==> config.mk <==
export PLATFORM = sky130hd
export DESIGN_NAME = rv_decode_stage
export DESIGN_NICKNAME = d
export VERILOG_FILES = /design/src/rtl/rv_pkg.sv /design/src/rtl/rv_decode_comb.sv /design/src/rtl/rv_decode_stage.sv
export SDC_FILE = /design/constraint.sdc
export NUM_CORES = 1
export LEC_CHECK = 0
export ABC_AREA = 1
export BUFFER_PORTS_ARGS = -buffer_cell sky130_fd_sc_hd__buf_4
export CORE_MARGIN = 8
export CORE_UTILIZATION = 50
export CTS_BUF_LIST = sky130_fd_sc_hd__clkbuf_4 sky130_fd_sc_hd__clkbuf_8 sky130_fd_sc_hd__clkbuf_16
export DETAILED_ROUTE_END_ITERATION = 8
export PLACE_DENSITY = 0.79
export RECOVER_POWER = 50
export SETUP_SLACK_MARGIN = 0.1
export SLEW_MARGIN = 20
export SYNTH_ARGS = -nofsm -noshare
export SYNTH_HDL_FRONTEND = slang
export SYNTH_SLANG_ARGS = --single-unit
==> constraint.sdc <==
create_clock -name clk -period 2.6 [get_ports clk]
set_input_delay 0.26 -clock clk [delete_from_list [all_inputs] [get_ports clk]]
set_output_delay 0.26 -clock clk [all_outputs]
set_load 0.02 [all_outputs]
==> src/rtl/rv_pkg.sv <==
// Package rv_pkg
// Shared RV32I decode definitions: opcode constants, immediate format enum,
// the decoded control-bit struct and an immediate generator helper.
package rv_pkg;

    localparam logic [6:0] OP     = 7'b0110011;
    localparam logic [6:0] OP_IMM = 7'b0010011;
    localparam logic [6:0] LOAD   = 7'b0000011;
    localparam logic [6:0] JALR   = 7'b1100111;
    localparam logic [6:0] STORE  = 7'b0100011;
    localparam logic [6:0] BRANCH = 7'b1100011;
    localparam logic [6:0] LUI    = 7'b0110111;
    localparam logic [6:0] AUIPC  = 7'b0010111;
    localparam logic [6:0] JAL    = 7'b1101111;
    localparam logic [6:0] SYSTEM = 7'b1110011;

    localparam logic [31:0] INSTR_ECALL = 32'h0000_0073;

    typedef enum logic [2:0] {
        FMT_I,
        FMT_S,
        FMT_B,
        FMT_U,
        FMT_J,
        FMT_NONE
    } imm_fmt_e;

    typedef struct packed {
        logic we;
        logic load;
        logic store;
        logic branch;
        logic jal;
        logic rs1_only;
        logic muldiv;
        logic ecall;
    } dec_ctrl_t;

    // Sign-extended immediate for the given RV32I format.
    function automatic logic [31:0] imm_gen(input logic [31:0] instr, input imm_fmt_e fmt);
        logic [31:0] imm;
        case (fmt)
            FMT_I:   imm = {{20{instr[31]}}, instr[31:20]};
            FMT_S:   imm = {{20{instr[31]}}, instr[31:25], instr[11:7]};
            FMT_B:   imm = {{19{instr[31]}}, instr[31], instr[7], instr[30:25], instr[11:8], 1'b0};
            FMT_U:   imm = {instr[31:12], 12'b0};
            FMT_J:   imm = {{11{instr[31]}}, instr[31], instr[19:12], instr[20], instr[30:21], 1'b0};
            default: imm = '0;
        endcase
        return imm;
    endfunction

endpackage

==> src/rtl/rv_decode_comb.sv <==
// Module rv_decode_comb
// Purely combinational RV32I (+ optional M) instruction decoder.
// Ports:
//   instr    in   32  raw instruction word
//   opcode, rd, rs1, rs2, funct3, funct7  out  raw fields (rs1 forced to 0 for LUI)
//   imm      out  32  sign-extended immediate (0 for formats without one)
//   ctrl     out      dec_ctrl_t control bits, all 0 when illegal
//   illegal  out  1   instruction is not a recognised encoding
module rv_decode_comb
    import rv_pkg::*;
#(
    parameter bit ENABLE_M = 1'b1
) (
    input  logic [31:0] instr,
    output logic [6:0]  opcode,
    output logic [4:0]  rd,
    output logic [4:0]  rs1,
    output logic [4:0]  rs2,
    output logic [2:0]  funct3,
    output logic [6:0]  funct7,
    output logic [31:0] imm,
    output dec_ctrl_t   ctrl,
    output logic        illegal
);

    imm_fmt_e  fmt;
    dec_ctrl_t raw_ctrl;
    logic      legal;
    logic      is_shift_imm;

    assign opcode = instr[6:0];
    assign rd     = instr[11:7];
    assign funct3 = instr[14:12];
    assign rs2    = instr[24:20];
    assign funct7 = instr[31:25];
    assign rs1    = (opcode == LUI) ? 5'd0 : instr[19:15];

    // SLLI/SRLI/SRAI carry the shift amount in imm[4:0]; funct7 is not part of the immediate.
    assign is_shift_imm = (opcode == OP_IMM) && (funct3[1:0] == 2'b01);
    assign imm = is_shift_imm ? {27'd0, instr[24:20]} : imm_gen(instr, fmt);

    always_comb begin
        // NOTE: every variable gets a default before the case so no path infers a latch.
        fmt      = FMT_NONE;
        raw_ctrl = '0;
        legal    = 1'b0;
        case (opcode)
            OP: begin
                legal = (funct7 == 7'h00)
                      || ((funct7 == 7'h20) && ((funct3 == 3'b000) || (funct3 == 3'b101)))
                      || (ENABLE_M && (funct7 == 7'h01));
                raw_ctrl.we     = 1'b1;
                raw_ctrl.muldiv = (funct7 == 7'h01);
            end
            OP_IMM: begin
                fmt = FMT_I;
                if (funct3 == 3'b001)      legal = (funct7 == 7'h00);
                else if (funct3 == 3'b101) legal = (funct7 == 7'h00) || (funct7 == 7'h20);
                else                       legal = 1'b1;
                raw_ctrl.we       = 1'b1;
                raw_ctrl.rs1_only = 1'b1;
            end
            LOAD: begin
                fmt   = FMT_I;
                legal = !(funct3 inside {3'b011, 3'b110, 3'b111});
                raw_ctrl.we       = 1'b1;
                raw_ctrl.load     = 1'b1;
                raw_ctrl.rs1_only = 1'b1;
            end
            STORE: begin
                fmt   = FMT_S;
                legal = (funct3 < 3'b011);
                raw_ctrl.store = 1'b1;
            end
            BRANCH: begin
                fmt   = FMT_B;
                legal = !(funct3 inside {3'b010, 3'b011});
                raw_ctrl.branch = 1'b1;
            end
            JALR: begin
                fmt   = FMT_I;
                legal = (funct3 == 3'b000);
                raw_ctrl.we       = 1'b1;
                raw_ctrl.jal      = 1'b1;
                raw_ctrl.rs1_only = 1'b1;
            end
            JAL: begin
                fmt   = FMT_J;
                legal = 1'b1;
                raw_ctrl.we  = 1'b1;
                raw_ctrl.jal = 1'b1;
            end
            LUI, AUIPC: begin
                fmt   = FMT_U;
                legal = 1'b1;
                raw_ctrl.we = 1'b1;
            end
            SYSTEM: begin
                legal = (instr == INSTR_ECALL);
                raw_ctrl.ecall = 1'b1;
            end
            default: legal = 1'b0;
        endcase
        // Writes to x0 are architecturally discarded, so never signal them.
        raw_ctrl.we = raw_ctrl.we && (rd != 5'd0);
    end

    assign illegal = !legal;
    assign ctrl    = legal ? raw_ctrl : '0;

endmodule

==> src/rtl/rv_decode_stage.sv <==
// Module rv_decode_stage
// Registered RV32I decode stage between IF and EX with valid/ready on both sides,
// load-use interlock (one bubble), flush and a saturating bubble counter.
// Ports:
//   clk, reset (sync, active-high), flush
//   in_valid / in_ready / in_instr / in_pc        : IF side
//   out_valid / out_ready / out_*                  : EX side, registered decoded bundle
//   stall_cnt [CNT_W]                              : load-use bubbles inserted (saturating)
module rv_decode_stage
    import rv_pkg::*;
#(
    parameter bit ENABLE_M = 1'b1,
    parameter int CNT_W    = 16
) (
    input  logic             clk,
    input  logic             reset,
    input  logic             flush,
    input  logic             in_valid,
    output logic             in_ready,
    input  logic [31:0]      in_instr,
    input  logic [31:0]      in_pc,
    output logic             out_valid,
    input  logic             out_ready,
    output logic [31:0]      out_pc,
    output logic [6:0]       out_opcode,
    output logic [4:0]       out_rd,
    output logic [4:0]       out_rs1,
    output logic [4:0]       out_rs2,
    output logic [2:0]       out_funct3,
    output logic [6:0]       out_funct7,
    output logic [31:0]      out_imm,
    output logic             out_we,
    output logic             out_load,
    output logic             out_store,
    output logic             out_branch,
    output logic             out_jal,
    output logic             out_rs1_only,
    output logic             out_muldiv,
    output logic             out_ecall,
    output logic             out_illegal,
    output logic [CNT_W-1:0] stall_cnt
);

    logic [6:0]  dec_opcode;
    logic [4:0]  dec_rd;
    logic [4:0]  dec_rs1;
    logic [4:0]  dec_rs2;
    logic [2:0]  dec_funct3;
    logic [6:0]  dec_funct7;
    logic [31:0] dec_imm;
    dec_ctrl_t   dec_ctrl;
    logic        dec_illegal;

    dec_ctrl_t   out_ctrl;

    logic        handoff;
    logic        ld_pend;
    logic [4:0]  ld_rd;
    logic        reads_rs1;
    logic        reads_rs2;
    logic        hazard;
    logic        accept;
    logic        count_stall;

    rv_decode_comb #(.ENABLE_M(ENABLE_M)) u_dec (
        .instr   (in_instr),
        .opcode  (dec_opcode),
        .rd      (dec_rd),
        .rs1     (dec_rs1),
        .rs2     (dec_rs2),
        .funct3  (dec_funct3),
        .funct7  (dec_funct7),
        .imm     (dec_imm),
        .ctrl    (dec_ctrl),
        .illegal (dec_illegal)
    );

    // Load-use tracker: the load leaving ID this cycle. A dependent instruction
    // offered in the same cycle is held for one cycle, which lets the load's
    // data arrive before the consumer reaches EX.
    assign handoff = out_valid && out_ready;
    assign ld_pend = handoff && out_ctrl.load && out_ctrl.we;
    assign ld_rd   = out_rd;

    assign reads_rs1 = (dec_opcode != LUI) && (dec_opcode != JAL);
    assign reads_rs2 = reads_rs1 && !dec_ctrl.rs1_only;

    assign hazard = ld_pend && in_valid && !dec_illegal
                 && ((reads_rs1 && (dec_rs1 == ld_rd)) || (reads_rs2 && (dec_rs2 == ld_rd)));

    assign in_ready = !reset && !flush && !hazard && (!out_valid || out_ready);
    assign accept   = in_valid && in_ready;

    // Flush suppresses the bubble count; the counter saturates at all-ones.
    assign count_stall = hazard && !flush && (stall_cnt != '1);

    always_ff @(posedge clk) begin
        // NOTE: sequential state uses non-blocking assignments so every register samples pre-edge values.
        if (reset) begin
            // NOTE: the payload flops are reset as well so every out_* reads 0 after reset.
            out_valid   <= 1'b0;
            out_pc      <= '0;
            out_opcode  <= '0;
            out_rd      <= '0;
            out_rs1     <= '0;
            out_rs2     <= '0;
            out_funct3  <= '0;
            out_funct7  <= '0;
            out_imm     <= '0;
            out_ctrl    <= '0;
            out_illegal <= 1'b0;
            stall_cnt   <= '0;
        end else begin
            if (flush) begin
                out_valid <= 1'b0;
            end else if (accept) begin
                out_valid   <= 1'b1;
                out_pc      <= in_pc;
                out_opcode  <= dec_opcode;
                out_rd      <= dec_rd;
                out_rs1     <= dec_rs1;
                out_rs2     <= dec_rs2;
                out_funct3  <= dec_funct3;
                out_funct7  <= dec_funct7;
                out_imm     <= dec_imm;
                out_ctrl    <= dec_ctrl;
                out_illegal <= dec_illegal;
            end else if (out_ready) begin
                out_valid <= 1'b0;
            end

            if (count_stall) begin
                stall_cnt <= stall_cnt + CNT_W'(1);
            end
        end
    end

    assign out_we       = out_ctrl.we;
    assign out_load     = out_ctrl.load;
    assign out_store    = out_ctrl.store;
    assign out_branch   = out_ctrl.branch;
    assign out_jal      = out_ctrl.jal;
    assign out_rs1_only = out_ctrl.rs1_only;
    assign out_muldiv   = out_ctrl.muldiv;
    assign out_ecall    = out_ctrl.ecall;

endmodule
==> impl_metrics.py, run 1 <==
metrics = {
    "floorplan": {
        "fp.coreArea_um2": 10800,
        "die_y_um": 121,
        "num_rows": 38,
        "start_util_pct": 51.1,
        "io_pins": 192,
        "die_x_um": 121,
        "die-area_um2": 14700,
    },
    "finish": {
        "fin_util_pct": 70.3,
        "nets": 1085,
        "synthToLayoutAreaGrowth_pct": 37.4,
        "final_common_cell": "nand2_1",
        "mostFrequentLayoutCells": "220 x nand2_1, 122 x dfxtp_1, 122 x clkbuf_1",
        "drive_above_1_share_pct": 13.8,
        "n_antenna_cell": 0,
    },
    "drt": {
        "num_vias": 6092,
        "ant_nets": 0,
        "firstDrtPassIters": 5,
        "routed_wl_um": 18600,
        "wl_per_cell_um": 16.0,
        "drc": 0,
        "viasPerCell": 5.22,
        "drt_iter0_markers": 604,
    },
    "yosys": {
        "netlist_instances": 792,
        "yosysWarnings": 0,
        "synth-compound-area-share_pct": 15.8,
        "synth_mux_area_share_pct": 0,
        "synth_xor_area_share_pct": 0.316,
        "synthSimpleGateAreaFrac_pct": 30.3,
        "synth_fa_ha_area_share_pct": 0.226,
        "dominantRegCellSynth": "dfxtp_1",
        "avgSynthCellArea_um2": 7.00,
        "ys_ff_latch": 122,
        "synth_cell_types": 35,
        "syn-cell-area_um2": 5540,
        "ys_seq_area_share_pct": 44.1,
        "synth_edf_count": 0,
        "synthArstFlopShare_pct": 0,
        "synth_top_family_by_area": "simple AND/OR/NAND/NOR gates",
        "syn_nets": 862,
    },
    "global_routing": {
        "grt_max_degree": 81,
        "grt_pass1_wl_um": 29400,
        "overflow": 0,
        "grt_usage_pct": 25.0,
        "antenna_found_initial": 0,
        "grt_pass1_vias": 5963,
    },
    "clock_network": {
        "cts.path.max_buffers": 2,
        "clock_latency_ns": 0.53,
        "clk_pin_slew_worst_paths_ns": 0.06,
        "cts_resized": 0,
        "htree_levels": 4,
        "cts_buffers": 17,
        "cts-root-buf": "clkbuf_8",
        "cts_tree": "built",
        "cts_sinks": 122,
    },
    "pwr": {
        "pwr-share-comb_pct": 9.9,
        "vdd.ir_drop.worst_mv": 0.434,
        "powerDensity_nw_per_um2": 654,
        "intPower_w": 0.00384,
        "leakage_nw": 3.11,
        "switching_power_w": 0.00115,
        "pwr-share-seq_pct": 39.0,
        "clkPwrFrac_pct": 51.1,
        "swShare_pct": 23.0,
    },
    "timing": {
        "finClkSkew_ns": 0.00743,
        "slew_violations": 0,
        "timing.final.crit_period_ns": 2.29,
        "layout_setup_ws_ns": 0.307,
        "fin_crit_sh_pct": 88.2,
        "rsz0062_at_grt": "false",
        "relSlewSlack_pct": 42.0,
        "setup_viol": 0,
        "finalSetupTns_ns": 0,
        "tightest_slew_ns": 0.870,
        "max_freq_mhz": 436,
        "hold_slack_ns": 0.00464,
        "hold_viol": 0,
    },
    "run": {
        "maxCapViolations": 0,
    },
    "critical_path": {
        "endpoint_kind": "register",
        "cp_max_fo": 35,
        "cp-startpoint": "out_rd[4]",
        "path_class": "register to register",
        "cp-start-kind": "register",
        "ff2ff_setup_slack_ns": 0.31,
        "cp.required_ns": 3.01,
        "worst_ep_arrival_time_ns": 2.70,
        "worstReg2RegStart": "out_rd[4]",
    },
    "place": {
        "portBuffers": 191,
        "gp_congestion": 0.974,
        "dp_hpwl_um": 12600,
        "pre_cts_ws_ns": 0.195,
    },
    "run_status": {
        "status": "finished, final reports clean",
    },
    "hold_path": {
        "holdCritPathClass": "primary input to register",
        "min-delay-start": "in_pc[16]",
    },
}
[critical path: stages (launching register included)]
cell and delay [ns]:
dfxtp_1 0.38, inv_1 0.11, nand2_1 0.08, nand4_1 0.11, nor3_1 0.21, nand2_1 0.09, nand2_2 0.13, nand2_1 0.10
nand3_4 0.12, buf_12 0.20, a21oi_1 0.08, dlygate4sd3_1 0.56
[cells in the mapped netlist (2+ instances only)]
cell type / instances / area (um^2)
nand2_2: 6 / 37.5
clkbuf_1: 15 / 56.3
buf_2: 8 / 40.0
a21oi_1: 116 / 581
o21ai_0: 47 / 235
nand2_4: 2 / 22.5
or2_1: 3 / 18.8
nand2_1: 220 / 826
nand4_1: 4 / 25.0
nor3_1: 8 / 40.0
inv_1: 60 / 225
inv_2: 5 / 18.8
nand3_1: 59 / 295
nand3_2: 4 / 40.0
buf_6: 13 / 146
dfxtp_1: 122 / 2440
xor2_1: 2 / 17.5
buf_4: 3 / 22.5
nor2_1: 74 / 278
nor2_4: 6 / 67.6
[layout make-up]
cell class | count | area [um^2]
flip-flops and latches | 122 | 2440
inverters | 66 | 249
clock inverters | 6 | 133
multi-input cells | 564 | 2590
fillers | 992 | 3220
clock buffers | 25 | 512
well taps | 140 | 175
repair buffers | 244 | 1510
[logic make-up after synthesis]
logic type	Yosys count
AOI/OAI and AO/OA	171
xor gates and xnor gates	2
adders and majority gates	1
buffers and inverters	106
DFF	122
and+or+nand+nor	390
[metal layers]
layer | wire, um | track usage (%)
met1 | 7740 | 29.2
met2 | 8750 | 40.0
met3 | 1470 | 8.33
met4 | 667 | 13.0
met5 | 0 | 0
[final timing paths]
check,to,cells past startpoint
setup reg to reg,out_valid,11
setup / recovery,out_valid,11
hold / removal,out_pc[16],3
hold reg to reg,out_pc[26],2
[timing repair]
| action | CTS | global route |
|---|---|---|
| endpoints found under the setup margin | 0 | 1 |
| buffers inserted | 0 | 2 |
| hold buffers | 35 | 1 |
| hold endpoints to repair | 34 | 1 |
[registers in the layout, indices dropped and copies added (netlist names), 3 cells and up]
register	count
out_pc	32
out_rd	5
out_rs1	5
out_rs2	5
stall_cnt	16
out_imm	32
out_funct3	3
out_funct7	7
out_opcode	7
[per-stage QoR]
stage | std cells | area [um^2] | total power, W
after floorplan | 792 | 5540 | 0.00223
after global placement | 1098 | 7060 | 0.00245
after detailed placement | 1098 | 7060 | 0.00245
after CTS | 1164 | 8050 | 0.00502
after global routing | 1167 | 7620 | 0.00515
final | 1167 | 7620 | 0.00498
[power groups by stage]
stage / sequential (W) / combinational [W] / clock (W)
final: 0.00194 / 0.000492 / 0.00255
after global placement: 0.00198 / 0.000467 / 0
after floorplan: 0.00203 / 0.000196 / 0
after global routing: 0.00195 / 0.000533 / 0.00266
after detailed placement: 0.00198 / 0.000471 / 0
after CTS: 0.00194 / 0.000515 / 0.00256
Power figures use the tool's default switching activity.
==> run 2: changes to the inputs <==
Settings changed: ABC_AREA 1 to unset.
==> run 2 against run 1 <==
The flow now finishes with violations (hold timing, setup timing). Cell area grew 23%. Area after synthesis up 0.50%. Via count increased by 34%. Sequential cell count unchanged. Global-route usage is 4.4 points higher. Non-clock buffer count is 100 higher. Clock power hardly changed. Sequential power hardly changed. Sequential share of layout area is 6.0 points lower. Die area increased by 0.43%. Hold slack worse by 0.027 ns. Largest cell class unchanged. Highest routed layer is now met5.
==> impl_metrics.py, run 2 <==
metrics = {
    "run_status": {
        "status": "finished with violations",
        "failed_checks": "hold timing, setup timing",
    },
    "place": {
        "dpl.cell_count": 1024,
        "gp_congestion": 0.933,
        "portBuffers": 191,
        "pre_cts_ws_ns": -0.569,
        "dp_hpwl_um": 14900,
    },
    "pwr": {
        "powerDensity_nw_per_um2": 543,
        "leakage_nw": 3.53,
        "p_total_w": 0.00511,
        "vdd.ir_drop.worst_mv": 0.526,
    },
    "critical_path": {
        "cp-start-kind": "register",
        "cp-startpoint": "out_rd[1]",
        "cp_max_fo": 6,
        "worstReg2RegStart": "out_rd[1]",
        "ff2ff_setup_slack_ns": -0.59,
        "worst_ep_arrival_time_ns": 3.00,
        "cp.required_ns": 2.34,
        "path_class": "register to primary output",
        "cp-endpoint": "in_ready",
        "endpoint_kind": "primary output",
        "timing.rr.end": "stall_cnt[15]",
        "r2r_cells": 10,
    },
    "floorplan": {
        "fp.coreArea_um2": 10800,
        "io_pins": 192,
        "num_rows": 38,
        "die-area_um2": 14800,
        "die_y_um": 122,
        "die_x_um": 122,
        "start_util_pct": 51.4,
    },
    "finish": {
        "top_regs": "out_imm x32, out_pc x32, stall_cnt x16",
        "drive_above_1_share_pct": 39.1,
        "mostFrequentLayoutCells": "182 x buf_4, 118 x dfxtp_1, 84 x clkbuf_1",
        "final_common_cell": "buf_4",
        "instances_no_fill": 1129,
        "nets": 1045,
        "synthToLayoutAreaGrowth_pct": 68.8,
    },
    "yosys": {
        "synthTopCellsByCount": "122 x dfxtp_1, 94 x a21oi_1, 69 x nand3_1, 69 x o21ai_0, 50 x clkbuf_1",
        "synth_top_area_share_pct": 43.8,
        "synth_top_area_cell": "dfxtp_1",
        "yosysWarnings": 0,
        "synthArstFlopShare_pct": 0,
        "ys_seq_area_share_pct": 43.8,
        "ys_ff_latch": 122,
        "netlist_instances": 677,
        "synth_cell_types": 55,
        "yosysMostFrequentCell": "dfxtp_1",
        "dominantRegCellSynth": "dfxtp_1",
        "synth_edf_count": 0,
        "syn_nets": 747,
        "avgSynthCellArea_um2": 8.23,
        "syn-cell-area_um2": 5570,
        "synthTopCellsByArea": "dfxtp_1 44%, a21oi_1 8.4%, nand3_1 6.2%",
    },
    "timing": {
        "max_freq_mhz": 307,
        "hold_slack_ns": -0.0222,
        "setup_viol": 123,
        "finalSetupTns_ns": -49.81,
        "fin_crit_sh_pct": 125,
        "finClkSkew_ns": 0.0103,
        "rsz0062_at_grt": "true",
        "tightest_slew_ns": 0.792,
        "relSlewSlack_pct": 47.2,
        "hold_viol": 2,
        "timing.final.crit_period_ns": 3.26,
        "slew_violations": 0,
        "layout_setup_ws_ns": -0.658,
    },
    "clock_network": {
        "clk_pin_slew_worst_paths_ns": 0.06,
        "cts_buffers": 17,
        "cts.path.max_buffers": 2,
        "clock_latency_ns": 0.55,
        "htree_levels": 4,
        "cts_tree": "built",
        "cts_sinks": 122,
        "cts-root-buf": "clkbuf_8",
    },
    "global_routing": {
        "grt_max_degree": 42,
        "grt_pass1_wl_um": 34800,
        "grt_pass1_vias": 6701,
        "overflow": 0,
        "grt_usage_pct": 29.4,
        "antenna_found_initial": 2,
    },
    "hold_path": {
        "holdCritPathClass": "primary input to register",
        "whs_path_depth": 3,
    },
    "drt": {
        "viasPerCell": 7.23,
        "num_vias": 8168,
        "wl_per_cell_um": 28.3,
        "drt_iter0_markers": 1764,
        "routed_wl_um": 31900,
        "firstDrtPassIters": 9,
        "ant_nets": 0,
        "drc": 0,
    },
    "run": {
        "maxCapViolations": 0,
    },
}
[run 2: cell types whose count changed after synthesis, sizes merged, moves of 13 or more]
cell / previous run / this run
nand2: 228 / 27
nor2: 81 / 25
inv: 65 / 10
clkbuf: 15 / 50
o31ai: 0 / 27
o211ai: 1 / 25
a21oi: 116 / 94
o21ai: 48 / 69
a31o: 0 / 13
nor3: 9 / 22
[run 2: what timing repair did]
action,4_1_cts,5_1_grt
endpoints found under the setup margin,84,110
gates cloned,1,22
hold buffers,29,1
pin swaps,4,112
gates resized for setup,14,188
setup buffers,3,16
endpoints found under the hold margin,29,1
[run 2: area by class of cell]
cell class                      instances  area [um^2]
Inverter                               10         37.5
Antenna cell                            1         2.50
Tap cell                              140          175
Fill cell                             559         1440
Clock inverter                         10          140
Sequential cell                       122         2450
Clock buffer                           22          477
Multi-Input combinational cell        480         3360
Timing Repair Buffer                  344         2760
[run 2: routing by layer]
metal	up-vias	GRT usage, %	routed length [um]
met5	-	0	17
met4	2	16.6	3220
met3	353	6.71	4730
met2	976	47.9	13600
met1	3684	35.4	10400
li1	3153	-	-
[run 2: logic make-up after synthesis]
group | synth area share [%]
AOI/OAI and AO/OA | 29.4
xor gates and xnor gates | 0.943
and+or+nand+nor | 18.5
buffers and inverters | 5.30
adders and majority gates | 0.225
muxes | 1.80
DFF | 43.8
[run 2: report_power, final]
part / internal (W) / switching, W
clock network: 0.00157 / 0.000952
registers: 0.00191 / 0.0000323
logic: 0.000258 / 0.000382
[run 2: critical path: stages (launching register included)]
cell and delay, ns:
dfxtp_1 0.44, nor4bb_1 0.66, a31oi_1 0.16, o32ai_1 0.21, a31oi_2 0.23, a211o_4 0.35, buf_6 0.14, and2_4 0.13
buf_6 0.12
[run 2: worst min-delay path by stage]
stage	start	endpoint	slack, ns
after floorplan	flush	out_valid	0.34
after global placement	out_pc[11]	out_pc[11]	0.46
after detailed placement	out_ecall	out_ecall	0.46
after CTS	in_pc[12]	out_pc[12]	0.003
after global routing	in_pc[25]	out_pc[25]	-0.03
final	in_pc[25]	out_pc[25]	-0.02
[run 2: through the flow]
stage,instance area (um^2),util [%],hold slack (ns)
2_1_floorplan,5640,-,0.339
3_3_place_gp,7620,70.3,0.460
3_5_place_dp,7620,70.3,0.463
4_1_cts,8620,79.6,0.00282
5_1_grt,9400,86.7,-0.0326
6_report,9400,86.7,-0.0222
==> run 3: changes to the inputs <==
Settings changed: BUFFER_PORTS_ARGS -buffer_cell sky130_fd_sc_hd__buf_4 to unset, DONT_BUFFER_PORTS set to 1, PLACE_DENSITY 0.79 to 0.64.
==> run 3 against run 2 <==
The flow now finishes without violations. Sequential power is 2% higher. Clock power shrank 8.7%. Via count decreased by 27%. Count of clock-buffer cells in the layout is 3 higher. First-iteration DRC count down 62%. Largest power group unchanged.
==> impl_metrics.py, run 3 (synthesized netlist as in run 2, its figures left out) <==
metrics = {
    "drt": {
        "num_vias": 5964,
        "wl_per_cell_um": 22.4,
        "firstDrtPassIters": 6,
        "routed_wl_um": 20400,
        "drc": 0,
        "drt_iter0_markers": 677,
        "viasPerCell": 6.55,
        "ant_nets": 0,
    },
    "global_routing": {
        "overflow": 0,
        "grt_pass1_wl_um": 31100,
        "grt_pass1_vias": 5813,
        "grt_usage_pct": 26.7,
        "grt_max_degree": 83,
        "antenna_found_initial": 1,
    },
    "critical_path": {
        "path_cells": "or4_4 -> or4_4 -> nand4bb_1 -> and3_4 -> a211o_4 -> buf_6 -> and2_4",
        "cpMostUsedCell": "or4_4",
        "max_stage_delay_ns": 0.55,
        "r2r_cells": 10,
        "worst_ep_arrival_time_ns": 2.34,
        "path_depth": 7,
        "cp-start-kind": "primary input",
        "cp.required_ns": 2.34,
        "cp_top_family": "simple AND/OR/NAND/NOR gates",
        "ff2ff_setup_slack_ns": 0.06,
        "cp-startpoint": "in_instr[27]",
        "cp_max_fo": 4,
        "slowest_stage": "or4_4",
        "timing.rr.end": "stall_cnt[15]",
        "worstReg2RegStart": "out_rd[3]",
        "cp-endpoint": "in_ready",
        "critPathBufInv": 1,
        "endpoint_kind": "primary output",
        "path_class": "primary input to primary output",
    },
    "clock_network": {
        "cts_sinks": 122,
        "clk_pin_slew_worst_paths_ns": 0.06,
        "cts_tree": "built",
        "cts-root-buf": "clkbuf_8",
        "clock_latency_ns": 0.52,
        "htree_levels": 4,
        "cts_buffers": 17,
        "cts.path.max_buffers": 2,
    },
    "floorplan": {
        "start_util_pct": 51.4,
        "num_rows": 38,
        "die_x_um": 122,
        "die-area_um2": 14800,
        "die_y_um": 122,
        "io_pins": 192,
        "fp.coreArea_um2": 10800,
    },
    "pwr": {
        "swShare_pct": 22.8,
        "leakage_nw": 2.53,
        "switching_power_w": 0.00106,
        "clkPwrFrac_pct": 49.9,
        "intPower_w": 0.00357,
        "powerDensity_nw_per_um2": 627,
        "pwr-share-seq_pct": 42.8,
        "vdd.ir_drop.worst_mv": 0.478,
        "pwr-share-comb_pct": 7.3,
    },
    "timing": {
        "fin_crit_sh_pct": 99.9,
        "slew_violations": 0,
        "hold_viol": 0,
        "tightest_slew_ns": 0.493,
        "timing.final.crit_period_ns": 2.60,
        "max_freq_mhz": 385,
        "hold_slack_ns": 0.0337,
        "rsz0062_at_grt": "true",
        "relSlewSlack_pct": 66.3,
        "finalSetupTns_ns": 0,
        "setup_viol": 0,
        "finClkSkew_ns": 0.00663,
    },
    "place": {
        "portBuffers": 0,
        "post_dp_cell_area_um2": 6020,
        "gp_congestion": 0.913,
        "dp_hpwl_um": 13100,
    },
    "finish": {
        "mostFrequentLayoutCells": "119 x dfxtp_1, 94 x a21oi_1, 69 x o21ai_0, 69 x nand3_1, 66 x dlygate4sd3_1",
        "drive_above_1_share_pct": 16.9,
        "synthToLayoutAreaGrowth_pct": 32.2,
        "fill_cells": 899,
        "top_regs": "out_imm x32, out_pc x32, stall_cnt x16",
        "final_common_cell": "dfxtp_1",
        "fin_area_um2": 7370,
        "nets": 826,
    },
    "run": {
        "maxCapViolations": 0,
    },
    "run_status": {
        "status": "finished, final reports clean",
    },
    "hold_path": {
        "holdCritPathClass": "primary input to register",
    },
}
[run 3: cell count changes in the layout (fill, tap and decap cells not counted), moves of 9 or more]
| cell | previous run | this run |
|---|---|---|
| clkbuf_1 | 84 | 7 |
| o21ai_2 | 31 | 0 |
| clkbuf_16 | 27 | 17 |
| o21ai_1 | 23 | 0 |
| a21oi_2 | 19 | 0 |
| nor3_1 | 9 | 18 |
| dlygate4sd3_1 | 30 | 66 |
| buf_6 | 25 | 1 |
| buf_4 | 182 | 46 |
| a21oi_1 | 72 | 94 |
| o21ai_0 | 14 | 69 |
[run 3: worst min path at each step]
stage | start | slack (ns) | endpoint | cells after the start
after global placement | reset | 0.34 | stall_cnt[4] | 1
after detailed placement | reset | 0.34 | stall_cnt[4] | 1
after floorplan | flush | 0.34 | out_valid | 1
final | in_instr[6] | 0.03 | out_store | 2
after CTS | in_instr[6] | 0.009 | out_store | 2
after global routing | in_instr[6] | 0.02 | out_store | 2
[run 3: layout make-up]
cell class	count	area (um^2)	share of cell area, %
Inverter	10	37.5	0.509
Multi-Input combinational cell	479	2940	39.9
Antenna cell	1	2.50	0.0340
Clock buffer	25	499	6.78
Timing Repair Buffer	126	1180	16.0
Sequential cell	122	2450	33.2
Tap cell	140	175	2.38
Clock inverter	7	88.8	1.21
[run 3: metrics by stage]
stage               utilization, %  setup slack [ns]  cells  power (W)
finish                        68.0           0.00155    910    0.00462
global route                  68.0           -0.0330    910    0.00477
CTS                           67.5            0.0173    908    0.00465
detailed placement            55.5            -0.416    808    0.00222
global placement              55.5            -0.379    808    0.00222
floorplan                        -            -0.218    677    0.00219
[run 3: timing repair]
item / CTS / global route
hold buffers: 67 / 0
buffers inserted: 1 / 0
pin swaps: 2 / 2
gates resized for setup: 7 / 9
endpoints found under the hold margin: 101 / 0
endpoints found under the setup margin: 2 / 77
cloned: 0 / 1
[run 3: worst reg2reg max path, delay by kind of cell (launching register included)]
kind	cells	cell delay [ns]
flip-flops	1	0.33
multiplexers	1	0.22
buffers and inverters	4	0.65
AND/OR/NAND/NOR	1	0.41
AO/OA/AOI/OAI	4	0.86
[run 3: power groups by stage]
stage	sequential [W]	clock, W	combinational [W]
after global placement	0.00202	0	0.000199
after CTS	0.00198	0.00234	0.000322
after detailed placement	0.00202	0	0.000205
after global routing	0.00198	0.00242	0.000363
after floorplan	0.00201	0	0.000174
final	0.00198	0.00231	0.000335
[run 3: layer usage]
metal | global-route usage [%] | vias to the layer above | wire length, um
met3 | 9.49 | 71 | 2460
met4 | 14.4 | 0 | 790
li1 | - | 2707 | -
met1 | 31.6 | 2818 | 7650
met2 | 41.5 | 368 | 9500
met5 | 0 | - | 0
